### config.mk
export PLATFORM = sky130hd
export DESIGN_NAME = boot_loader
export DESIGN_NICKNAME = d
export VERILOG_FILES = /design/src/rtl/boot_loader.sv
export SDC_FILE = /design/constraint.sdc
export NUM_CORES = 1
export LEC_CHECK = 0
export ABC_CLOCK_PERIOD_IN_PS = 3400
export BUFFER_PORTS_ARGS = -buffer_cell sky130_fd_sc_hd__buf_2
export CAP_MARGIN = 20
export CORE_MARGIN = 10
export CORE_UTILIZATION = 35
export CTS_BUF_LIST = sky130_fd_sc_hd__clkbuf_4 sky130_fd_sc_hd__clkbuf_8
export CTS_CLUSTER_DIAMETER = 120
export DETAILED_ROUTE_END_ITERATION = 10
export PLACE_DENSITY_LB_ADDON = 0.3
export SLEW_MARGIN = 25
export SYNTH_ARGS = -nofsm -noshare
export SYNTH_HDL_FRONTEND = slang
export SYNTH_SLANG_ARGS = --single-unit
### constraint.sdc
create_clock -name clk -period 3.4 [get_ports clk]
set_clock_uncertainty 0.05 [all_clocks]
set_input_delay 0.34 -clock clk [delete_from_list [all_inputs] [get_ports clk]]
set_output_delay 0.34 -clock clk [all_outputs]
set_load 0.02 [all_outputs]
### src/rtl/boot_loader.sv
// boot_loader: byte-stream program loader, writer side of the unified
// instruction/data memory. Receives a length header N followed by N
// big-endian 32-bit words on a valid/ready byte stream and writes them to
// consecutive word addresses starting at BASE_ADDR. Holds the processor in
// reset until the load completes.
//
// Ports:
//   clk        clock, all state updates on posedge
//   reset      synchronous active-high reset
//   start      one-cycle pulse that begins a load, honoured only in IDLE
//   in_data    stream byte
//   in_valid   in_data holds a valid byte
//   in_ready   loader accepts a byte this cycle
//   mem_we     memory write enable (one cycle per word)
//   mem_adr    memory byte address
//   mem_wd     memory write data
//   cpu_reset  processor reset, high until the load is done
//   busy       load in progress
//   done       load completed (sticky until reset)
//   error      load aborted (sticky until reset)
//
// Optional feature: define CHECKSUM_EN to require a trailing check byte such
// that the 8-bit sum of all data bytes plus the check byte is zero.

module boot_loader #(
   parameter int unsigned DEPTH_WORDS = 64,
   parameter logic [31:0] BASE_ADDR   = 32'h0
) (
   input  logic        clk,
   input  logic        reset,
   input  logic        start,
   input  logic [7:0]  in_data,
   input  logic        in_valid,
   output logic        in_ready,
   output logic        mem_we,
   output logic [31:0] mem_adr,
   output logic [31:0] mem_wd,
   output logic        cpu_reset,
   output logic        busy,
   output logic        done,
   output logic        error
);

   localparam int unsigned ByteCntW = 2;
   localparam int unsigned WordW    = 8;

   typedef enum logic [2:0] {
      S_IDLE,
      S_HDR,
      S_DATA,
      S_WRITE,
`ifdef CHECKSUM_EN
      S_CHECK,
`endif
      S_DONE,
      S_ERR
   } state_e;

   state_e              state_q, state_d;
   logic [WordW-1:0]    n_q, n_d;
   logic [WordW-1:0]    word_q, word_d;
   logic [ByteCntW-1:0] byte_q, byte_d;
   logic [23:0]         buf_q, buf_d;       // first three bytes of the current word
   logic [31:0]         adr_q, adr_d;
   logic [31:0]         wd_q, wd_d;
   logic                in_ready_q, in_ready_d;
   logic                mem_we_q, mem_we_d;
   logic                cpu_reset_q, cpu_reset_d;
   logic                busy_q, busy_d;
   logic                done_q, done_d;
   logic                error_q, error_d;
   logic                xfer_c;
`ifdef CHECKSUM_EN
   logic [7:0]          sum_q, sum_d;
`endif

   assign xfer_c = in_valid & in_ready_q;

   // State and registered outputs
   always_ff @(posedge clk) begin
      if (reset) begin
         state_q     <= S_IDLE;
         n_q         <= '0;
         word_q      <= '0;
         byte_q      <= '0;
         buf_q       <= '0;
         adr_q       <= BASE_ADDR;
         wd_q        <= '0;
         in_ready_q  <= 1'b0;
         mem_we_q    <= 1'b0;
         cpu_reset_q <= 1'b1;
         busy_q      <= 1'b0;
         done_q      <= 1'b0;
         error_q     <= 1'b0;
`ifdef CHECKSUM_EN
         sum_q       <= '0;
`endif
      end else begin
         state_q     <= state_d;
         n_q         <= n_d;
         word_q      <= word_d;
         byte_q      <= byte_d;
         buf_q       <= buf_d;
         adr_q       <= adr_d;
         wd_q        <= wd_d;
         in_ready_q  <= in_ready_d;
         mem_we_q    <= mem_we_d;
         cpu_reset_q <= cpu_reset_d;
         busy_q      <= busy_d;
         done_q      <= done_d;
         error_q     <= error_d;
`ifdef CHECKSUM_EN
         sum_q       <= sum_d;
`endif
      end
   end

   // Next state; outputs are decoded from the next state so they are
   // registered yet line up with the state they describe.
   always_comb begin
      state_d = state_q;
      n_d     = n_q;
      word_d  = word_q;
      byte_d  = byte_q;
      buf_d   = buf_q;
      adr_d   = adr_q;
      wd_d    = wd_q;
`ifdef CHECKSUM_EN
      sum_d   = sum_q;
`endif

      case (state_q)
         S_IDLE: begin
            if (start) state_d = S_HDR;
         end
         S_HDR: begin
            if (xfer_c) begin
               n_d    = in_data;
               word_d = '0;
               byte_d = '0;
`ifdef CHECKSUM_EN
               sum_d  = '0;
`endif
               if (in_data == 8'd0 || 32'(in_data) > DEPTH_WORDS) state_d = S_ERR;
               else                                               state_d = S_DATA;
            end
         end
         S_DATA: begin
            if (xfer_c) begin
               buf_d  = {buf_q[15:0], in_data};
               byte_d = ByteCntW'(byte_q + ByteCntW'(1));
`ifdef CHECKSUM_EN
               sum_d  = 8'(sum_q + in_data);
`endif
               // Fourth byte completes the word: latch address and data for WRITE
               if (byte_q == ByteCntW'(3)) begin
                  state_d = S_WRITE;
                  adr_d   = BASE_ADDR + {22'd0, word_q, 2'b00};
                  wd_d    = {buf_q, in_data};
               end
            end
         end
         S_WRITE: begin
            if (word_q == WordW'(n_q - WordW'(1))) begin
`ifdef CHECKSUM_EN
               state_d = S_CHECK;
`else
               state_d = S_DONE;
`endif
            end else begin
               word_d  = WordW'(word_q + WordW'(1));
               byte_d  = '0;
               state_d = S_DATA;
            end
         end
`ifdef CHECKSUM_EN
         S_CHECK: begin
            if (xfer_c) begin
               if (8'(sum_q + in_data) == 8'd0) state_d = S_DONE;
               else                             state_d = S_ERR;
            end
         end
`endif
         S_DONE: ;
         S_ERR:  ;
         default: state_d = S_IDLE;
      endcase

      in_ready_d  = (state_d == S_HDR) || (state_d == S_DATA)
`ifdef CHECKSUM_EN
                    || (state_d == S_CHECK)
`endif
                    ;
      mem_we_d    = (state_d == S_WRITE);
      busy_d      = (state_d == S_HDR) || (state_d == S_DATA) || (state_d == S_WRITE)
`ifdef CHECKSUM_EN
                    || (state_d == S_CHECK)
`endif
                    ;
      done_d      = (state_d == S_DONE);
      error_d     = (state_d == S_ERR);
      cpu_reset_d = (state_d != S_DONE);
   end

   assign in_ready  = in_ready_q;
   assign mem_we    = mem_we_q;
   assign mem_adr   = adr_q;
   assign mem_wd    = wd_q;
   assign cpu_reset = cpu_reset_q;
   assign busy      = busy_q;
   assign done      = done_q;
   assign error     = error_q;

endmodule

==> PnR_summary.wiki, run 1 <==
{| class="wikitable"
! Metric !! Value
|-
| Outcome || complete, no violations
|-
| Initial antenna violation count || 0
|-
| Area of the core region || 0.01079 mm²
|-
| RD Place Congestion || 0.8887
|-
| Most common cell after layout, fill and taps aside || sky130_fd_sc_hd__nand2_1
|-
| Cells after synthesis || 482
|-
| Fin. max-slew vios || 0
|-
| Arrival time reported for the critical path endpoint || roughly 2.9 ns
|-
| Slowest library cell on the worst path || sky130_fd_sc_hd__or4_1
|-
| Maximum level of the CTS H-tree || 3
|-
| Average size of a mapped cell || 7.977 µm²
|-
| Max-cap violations || 0
|-
| Leakage power total || 0.001656 µW
|-
| TritonCTS buffer count || 9
|-
| Global-route wire length before repair || approximately 16,000 µm
|-
| Crit path time final || around 2.7 ns
|-
| Number of global-route vias before repair || 3,155
|-
| Floorplan die area || 0.01558 mm²
|-
| Slew @ Worst Pin || 0.9292 ns
|-
| Root buffer cell || sky130_fd_sc_hd__clkbuf_8
|-
| PD cells || around 440 mW/mm²
|-
| Sum of buffers and inverters on the critical path || 1
|-
| Startpoint types || flip-flop
|-
| Clock-pin slew on the worst setup and hold paths || ~0.1 ns
|-
| Average wire length per cell after detail routing || 14.39 µm
|-
| Smallest setup slack after layout || between 0.7 and 0.8 ns
|-
| Maximum clock insertion buffer count || 2
|-
| Buffer count from post-CTS setup fixing || 0
|-
| Placed wire-length estimate || about 7000 µm
|-
| Mapped cell area || 0.003845 mm²
|-
| Count of buffers inserted at the top-level ports || 57
|-
| Maximum frequency from static timing analysis || 377.1 MHz
|-
| Ant. Diodes || 0
|-
| Worst-case headroom to the max-slew limit || 0.3788
|-
| Final global-route overflow total || 0
|-
| Post-synth EDFFs || 0
|-
| First element of the critical path || n_q[0]
|-
| Number of standard-cell rows in the floorplan || 38
|-
| Fin Setup TNS || 0 ns
|-
| Detailed-route wire length || 9643 µm
|-
| Worst min-delay path class || in -> reg
|-
| Clock net sink count || ~90
|-
| Nets || 540
|-
| Largest fanout on the critical path || 8
|-
| Kind of end point of the critical path || flip-flop
|-
| Share of post-route cells with drive strength above 1 || 0.1623
|-
| Library cells used by synthesis || 47
|-
| Clk Latency, worst-skew pair || 0.36 ns
|-
| Final hold viol count || 0
|-
| Total track usage || 0.1216
|-
| Start point of the worst hold path || in_data[7]
|-
| Highest-count cells in the layout ignoring fill and taps || sky130_fd_sc_hd__nand2_1 (151), sky130_fd_sc_hd__dfxtp_1 (91), sky130_fd_sc_hd__a21oi_1 (78)
|-
| Hold_buf cts || 0
|-
| Total via count after detailed routing || 3,285
|-
| I/O pin count || 82
|-
| Largest stage delay on the critical path || 0.50 ns
|-
| Fin crit share || 0.7800
|-
| Ratio of routed vias to standard cells || 4.903
|-
| Start-to-end type of the worst setup path || reg -> reg
|-
| Async set-or-reset flop fraction in the synthesized netlist || 0
|-
| CP top delay family || compound AO/OA/AOI/OAI gates
|-
| Width of the die || 124.8 µm
|-
| Starting utilization of the core area || 0.3562
|-
| Unrepaired setup endpoints after global routing || false
|-
| Pre-CTS setup slack || between 0.7 and 0.8 ns
|-
| Maximum VDD drop || 0.2181 mV
|-
| Final setup violation count || 0
|-
| Source of the worst register-to-register timing path || n_q[0]
|-
| Maximum number of pins on one net before global-route repair || 50
|-
| Clock tree from TritonCTS || built
|-
| Syn-to-layout area delta || 12.85%
|-
| Total of warnings raised by yosys || 0
|-
| Primary flip-flop cell chosen by synthesis mapping || sky130_fd_sc_hd__dfxtp_1
|-
| Post-CTS Resized || 0
|-
| Residual antenna-violating net count after detailed routing || 0
|-
| Critical Path, Cell by Cell || inv_1, ha_1, xnor2_1, nand2_1, a311o_2, o31ai_4, o211ai_4, or4_1
|-
| Number of detailed-route iterations in the first pass || 4
|-
| Iteration-0 DRC Markers || roughly 190
|-
| Sequential area share after synthesis || 0.4738
|-
| Number of synthesized register bits || 91
|-
| Post-route DRC violation count || 0
|-
| Required time reported for the critical path endpoint || 3.60 ns
|-
| Die height || 124.8 µm
|}
-- Yosys cell counts, drive strengths merged (2+ instances only) --
cell type,count,area (µm²)
a21oi,78,390.4
nand4b,2,17.52
nor4,2,12.51
inv,8,30.03
dfxtp,91,1822
a22oi,2,15.01
nand2,151,566.8
or3,2,12.51
o21a,2,15.01
and3,7,43.79
o31ai,4,43.79
o211a,2,20.02
clkbuf,28,105.1
a31oi,2,12.51
and2,2,12.51
xnor2,7,68.82
xor2,8,70.07
o211ai,4,43.79
ha,3,37.54
nor2,14,52.55
o311ai,4,35.03
o21ai,4,20.01
buf,25,183.9
nor3,7,46.30
nand3,7,35.03
-- where the power goes --
part / switching (µW) / internal (µW) / total, µW
combinational: 83.4 / 26.0 / 109
clock: 410 / 293 / 703
sequential: 9.29 / 1070 / 1080
total: 502 / 1390 / 1890
-- kinds of logic (layout without fill, tap and decap cells) --
logic type                 Yosys count  after routing  share of synthesized area
AOI/OAI and AO/OA                  109            109                     0.1708
and+or+nand+nor                    202            202                     0.2255
other                                1             24                  0.0009753
xor gates and xnor gates            15             15                    0.03612
buffers and inverters               61             86                    0.08298
DFF                                 91             91                     0.4738
adders and majority gates            3              3                   0.009763
-- through the flow --
step / instances / area [µm²] / hold slack [ns] / total power, µW / utilization
6_report: 670 / 4339 / 0.2052 / 1894 / 0.4020
5_1_grt: 670 / 4339 / 0.2143 / 1969 / 0.4020
4_1_cts: 670 / 4339 / 0.1970 / 1911 / 0.4020
3_5_place_dp: 654 / 4153 / 0.3935 / 1215 / 0.3848
3_3_place_gp: 654 / 4153 / 0.3893 / 1214 / 0.3848
2_1_floorplan: 505 / 3931 / 0.3821 / 1203 / -
-- worst min-delay path: stages --
cell                      delay (ns)
sky130_fd_sc_hd__buf_2          0.13
sky130_fd_sc_hd__nand2_1        0.06
sky130_fd_sc_hd__a21oi_1        0.05
-- final timing paths --
path / end / slack (ns) / depth (start not counted)
worst min register to register: mem_wd[20] / 0.41 / 2
worst max register to register: cpu_reset / 0.75 / 8
worst min-delay path: buf_q[7] / 0.21 / 3
worst max-delay path: cpu_reset / 0.75 / 8
-- sequential cells by signal, indices dropped and copies added (netlist names) --
register,flops
done,1
byte_q,2
mem_we,1
error,1
word_q,8
mem_wd,32
cpu_reset,1
buf_q,24
in_ready,1
mem_adr,8
n_q,8
state_q,3
busy,1
-- metal layers --
layer / vias up / GRT usage / part of all wire
li1: 1652 / - / -
met1: 1528 / 0.1648 / 0.47
met2: 95 / 0.1821 / 0.44
met3: 10 / 0.03234 / 0.075
met4: 0 / 0.04065 / 0.014
met5: - / 0 / 0
-- area by class of cell --
type | count | area [µm²]
Fill cell | 1143 | 6454
Sequential cell | 91 | 1822
Multi-Input combinational cell | 353 | 1790
Timing Repair Buffer | 62 | 335.3
Tap cell | 140 | 175.2
Clock buffer | 10 | 137.6
Clock inverter | 6 | 48.80
Inverter | 8 | 30.03
Power figures use the tool's default switching activity.
==> run 2: changes to the inputs <==
--- a/config.mk
+++ b/config.mk
@@ -5,7 +5,7 @@
 export SDC_FILE = /design/constraint.sdc
 export NUM_CORES = 1
 export LEC_CHECK = 0
-export ABC_CLOCK_PERIOD_IN_PS = 3400
+export ABC_CLOCK_PERIOD_IN_PS = 2200
 export BUFFER_PORTS_ARGS = -buffer_cell sky130_fd_sc_hd__buf_2
 export CAP_MARGIN = 20
 export CORE_MARGIN = 10
==> constraint.sdc (replaced) <==
create_clock -name clk -period 2.2 [get_ports clk]
set_clock_uncertainty 0.05 [all_clocks]
set_input_delay 0.22 -clock clk [delete_from_list [all_inputs] [get_ports clk]]
set_output_delay 0.22 -clock clk [all_outputs]
set_load 0.02 [all_outputs]
==> run 2 against run 1 <==
Compared with the run above: the run now ends with negative setup slack left; die area stayed put; critical endpoint unchanged; combinational power grew 83%; critical path type unchanged; sequential share of layout area is 2.2 points lower; critical path depth unchanged; utilization up 2.3 points; count of clock-buffer cells in the layout is 1 higher; non-clock buffer count is 26 higher; sequential power is 55% higher; maximum frequency rose by 16%; worst hold slack got worse by 0.13 ns.
==> PnR_summary.wiki, run 2 (same netlist as run 1, synthesis figures left out) <==
{| class="wikitable"
! Metric !! Value
|-
| Outcome || complete, but fails checks
|-
| Failing checks || negative setup slack
|-
| Most common cell after layout, fill and taps aside || sky130_fd_sc_hd__nand2_1
|-
| Clock net sink count || 91
|-
| Worst r2r dst || cpu_reset
|-
| Fin. max-slew vios || 0
|-
| Startpoint types || flip-flop
|-
| Part of the power in the clock network || 0.376
|-
| Total via count after detailed routing || around 3,400
|-
| Global-route wire length before repair || 16,340 µm
|-
| PD cells || approximately 650 mW/mm²
|-
| Switching power as a share of total power || 0.2650
|-
| Starting utilization of the core area || 0.3562
|-
| Combined flip-flop and latch cell area || 0.001826 mm²
|-
| Final setup violation count || 4
|-
| Largest register FFs || 32
|-
| Initial antenna violation count || 0
|-
| TritonCTS buffer count || 9
|-
| Ant. Diodes || 0
|-
| Worst min-delay path endpoint || mem_wd[7]
|-
| Placed wire-length estimate || 7440 µm
|-
| Smallest setup slack after layout || -0.07775 ns
|-
| Arrival time reported for the critical path endpoint || 2.48 ns
|-
| P_sw || about 790 µW
|-
| Detailed-route wire length || ~10,000 µm
|-
| Area of the multi-input gates || ~0.0018 mm²
|-
| Root buffer cell || sky130_fd_sc_hd__clkbuf_8
|-
| Internal power || 2203 µW
|-
| Worst R2R Path Depth || 8
|-
| Syn-to-layout area delta || 19.39%
|-
| Clock tree from TritonCTS || built
|-
| Required time reported for the critical path endpoint || 2.40 ns
|-
| Number of cells on the worst hold path || 3
|-
| Start point of the worst hold path || in_data[7]
|-
| Source of the worst register-to-register timing path || n_q[0]
|-
| RD Place Congestion || 0.8285
|-
| Largest fanout on the critical path || 6
|-
| Start-to-end type of the worst setup path || reg -> reg
|-
| Share of post-route cells with drive strength above 1 || 0.2230
|-
| Worst min-delay path class || in -> reg
|-
| Worst-case headroom to the max-slew limit || 0.6633
|-
| Power share of the combinational group || 0.066
|-
| Highest-count cells in the layout ignoring fill and taps || sky130_fd_sc_hd__nand2_1 (151), sky130_fd_sc_hd__dfxtp_1 (88), sky130_fd_sc_hd__a21oi_1 (77)
|-
| Number of global-route vias before repair || approximately 3,200
|-
| Fin Setup TNS || -0.2077 ns
|-
| Crit path time final || 2.278 ns
|-
| Area of the core region || about 0.011 mm²
|-
| Final global-route overflow total || 0
|-
| Count of buffers inserted at the top-level ports || 57
|-
| Kind of end point of the critical path || flip-flop
|-
| Fin crit share || 1.035
|-
| Portion of total power attributed to sequential cells || 0.558
|-
| Critical Path, Cell by Cell || inv_2, ha_4, xor2_1, o211ai_1, a311o_2, o31ai_4, o211ai_4, or4_1
|-
| Number of detailed-route iterations in the first pass || 5
|-
| Sum of buffers and inverters on the critical path || 1
|-
| Average wire length per cell after detail routing || 14.50 µm
|-
| Post-route DRC violation count || 0
|-
| Total track usage || 0.1254
|-
| Max-cap violations || 0
|-
| Maximum frequency from static timing analysis || ~440 MHz
|-
| Nets || between 500 and 600
|-
| Maximum VDD drop || 0.2431 mV
|-
| Iteration-0 DRC Markers || about 250
|-
| Maximum number of pins on one net before global-route repair || between 40 and 50
|-
| Leakage power total || 0.001791 µW
|-
| Ratio of routed vias to standard cells || ~4.8
|-
| Overall power || around 3000 µW
|-
| Unrepaired setup endpoints after global routing || true
|-
| Width of the die || 124.8 µm
|-
| Number of standard-cell rows in the floorplan || 38
|-
| CP top delay family || compound AO/OA/AOI/OAI gates
|-
| Maximum level of the CTS H-tree || 3
|-
| Final hold viol count || 0
|-
| Final-layout fill cell count || 1,127
|-
| Setup slack of the most critical reg-to-reg path || -0.08 ns
|-
| Slowest library cell on the worst path || sky130_fd_sc_hd__a311o_2
|-
| Hold_buf cts || 0
|-
| Slew @ Worst Pin || approximately 0.50 ns
|-
| Clk Latency, worst-skew pair || 0.37 ns
|-
| Maximum clock insertion buffer count || 2
|-
| Floorplan die area || roughly 0.016 mm²
|-
| Clock-pin slew on the worst setup and hold paths || 0.10 ns
|-
| I/O pin count || 82
|-
| Pre-CTS setup slack || -0.1362 ns
|-
| Residual antenna-violating net count after detailed routing || 0
|-
| Die height || 124.8 µm
|-
| Largest stage delay on the critical path || 0.45 ns
|-
| Hold Worst Slack || 0.07749 ns
|}
==> run 2: cell types whose count changed in the layout (fill, tap and decap cells not counted), sizes merged <==
cell / change
clkinvlp: -1
clkbuf: +1
buf: +26
==> run 2: worst max-delay path by stage <==
stage,startpoint,endpoint,cells past startpoint
after floorplan,n_q[0],cpu_reset,8
after global placement,n_q[1],cpu_reset,8
after detailed placement,n_q[1],cpu_reset,8
after CTS,n_q[0],cpu_reset,8
after global routing,n_q[1],in_ready,10
final,n_q[0],cpu_reset,8
==> run 2: timing repair <==
action                                  4_1_cts  5_1_grt
pin swaps                                     6        8
endpoints found under the setup margin        9       16
setup buffers                                 1        1
resized for setup                             8        7
==> run 2: routing by layer <==
layer | vias up | share of wire | GRT usage | wire, µm
met3 | 16 | 0.067 | 0.03191 | 681
met2 | 111 | 0.42 | 0.1808 | 4218
met5 | - | 0 | 0 | 0
met4 | 0 | 0.022 | 0.05962 | 217
met1 | 1531 | 0.49 | 0.1699 | 4973
li1 | 1703 | - | - | -
==> run 2: stage by stage <==
stage	util	cell area [µm²]	std cells
detailed placement	0.4024	4343	679
finish	0.4253	4591	696
global placement	0.4024	4343	679
floorplan	-	3946	505
CTS	0.4244	4581	696
global route	0.4253	4591	696
==> run 2: layout make-up <==
class,instances,share of cell area
clock inverters,5,0.009812
repair buffers,88,0.1137
well taps,140,0.03816
inverters,8,0.006541
multi-input cells,353,0.4012
flip-flops and latches,91,0.3977
clock buffers,11,0.03298
==> run 2: tightest hold or removal path: cells and delay by family <==
kind	cells	cell delay (ns)
AO/OA/AOI/OAI	1	0.05
buffers and inverters	1	0.14
AND/OR/NAND/NOR	1	0.06
==> run 2: power groups by stage <==
stage          Sequential, µW  Combinational [µW]  Clock, µW
2_1_floorplan            1710                 151          0
3_3_place_gp             1710                 185          0
6_report                 1670                 199       1130
3_5_place_dp             1710                 187          0
4_1_cts                  1670                 193       1160
5_1_grt                  1670                 216       1220
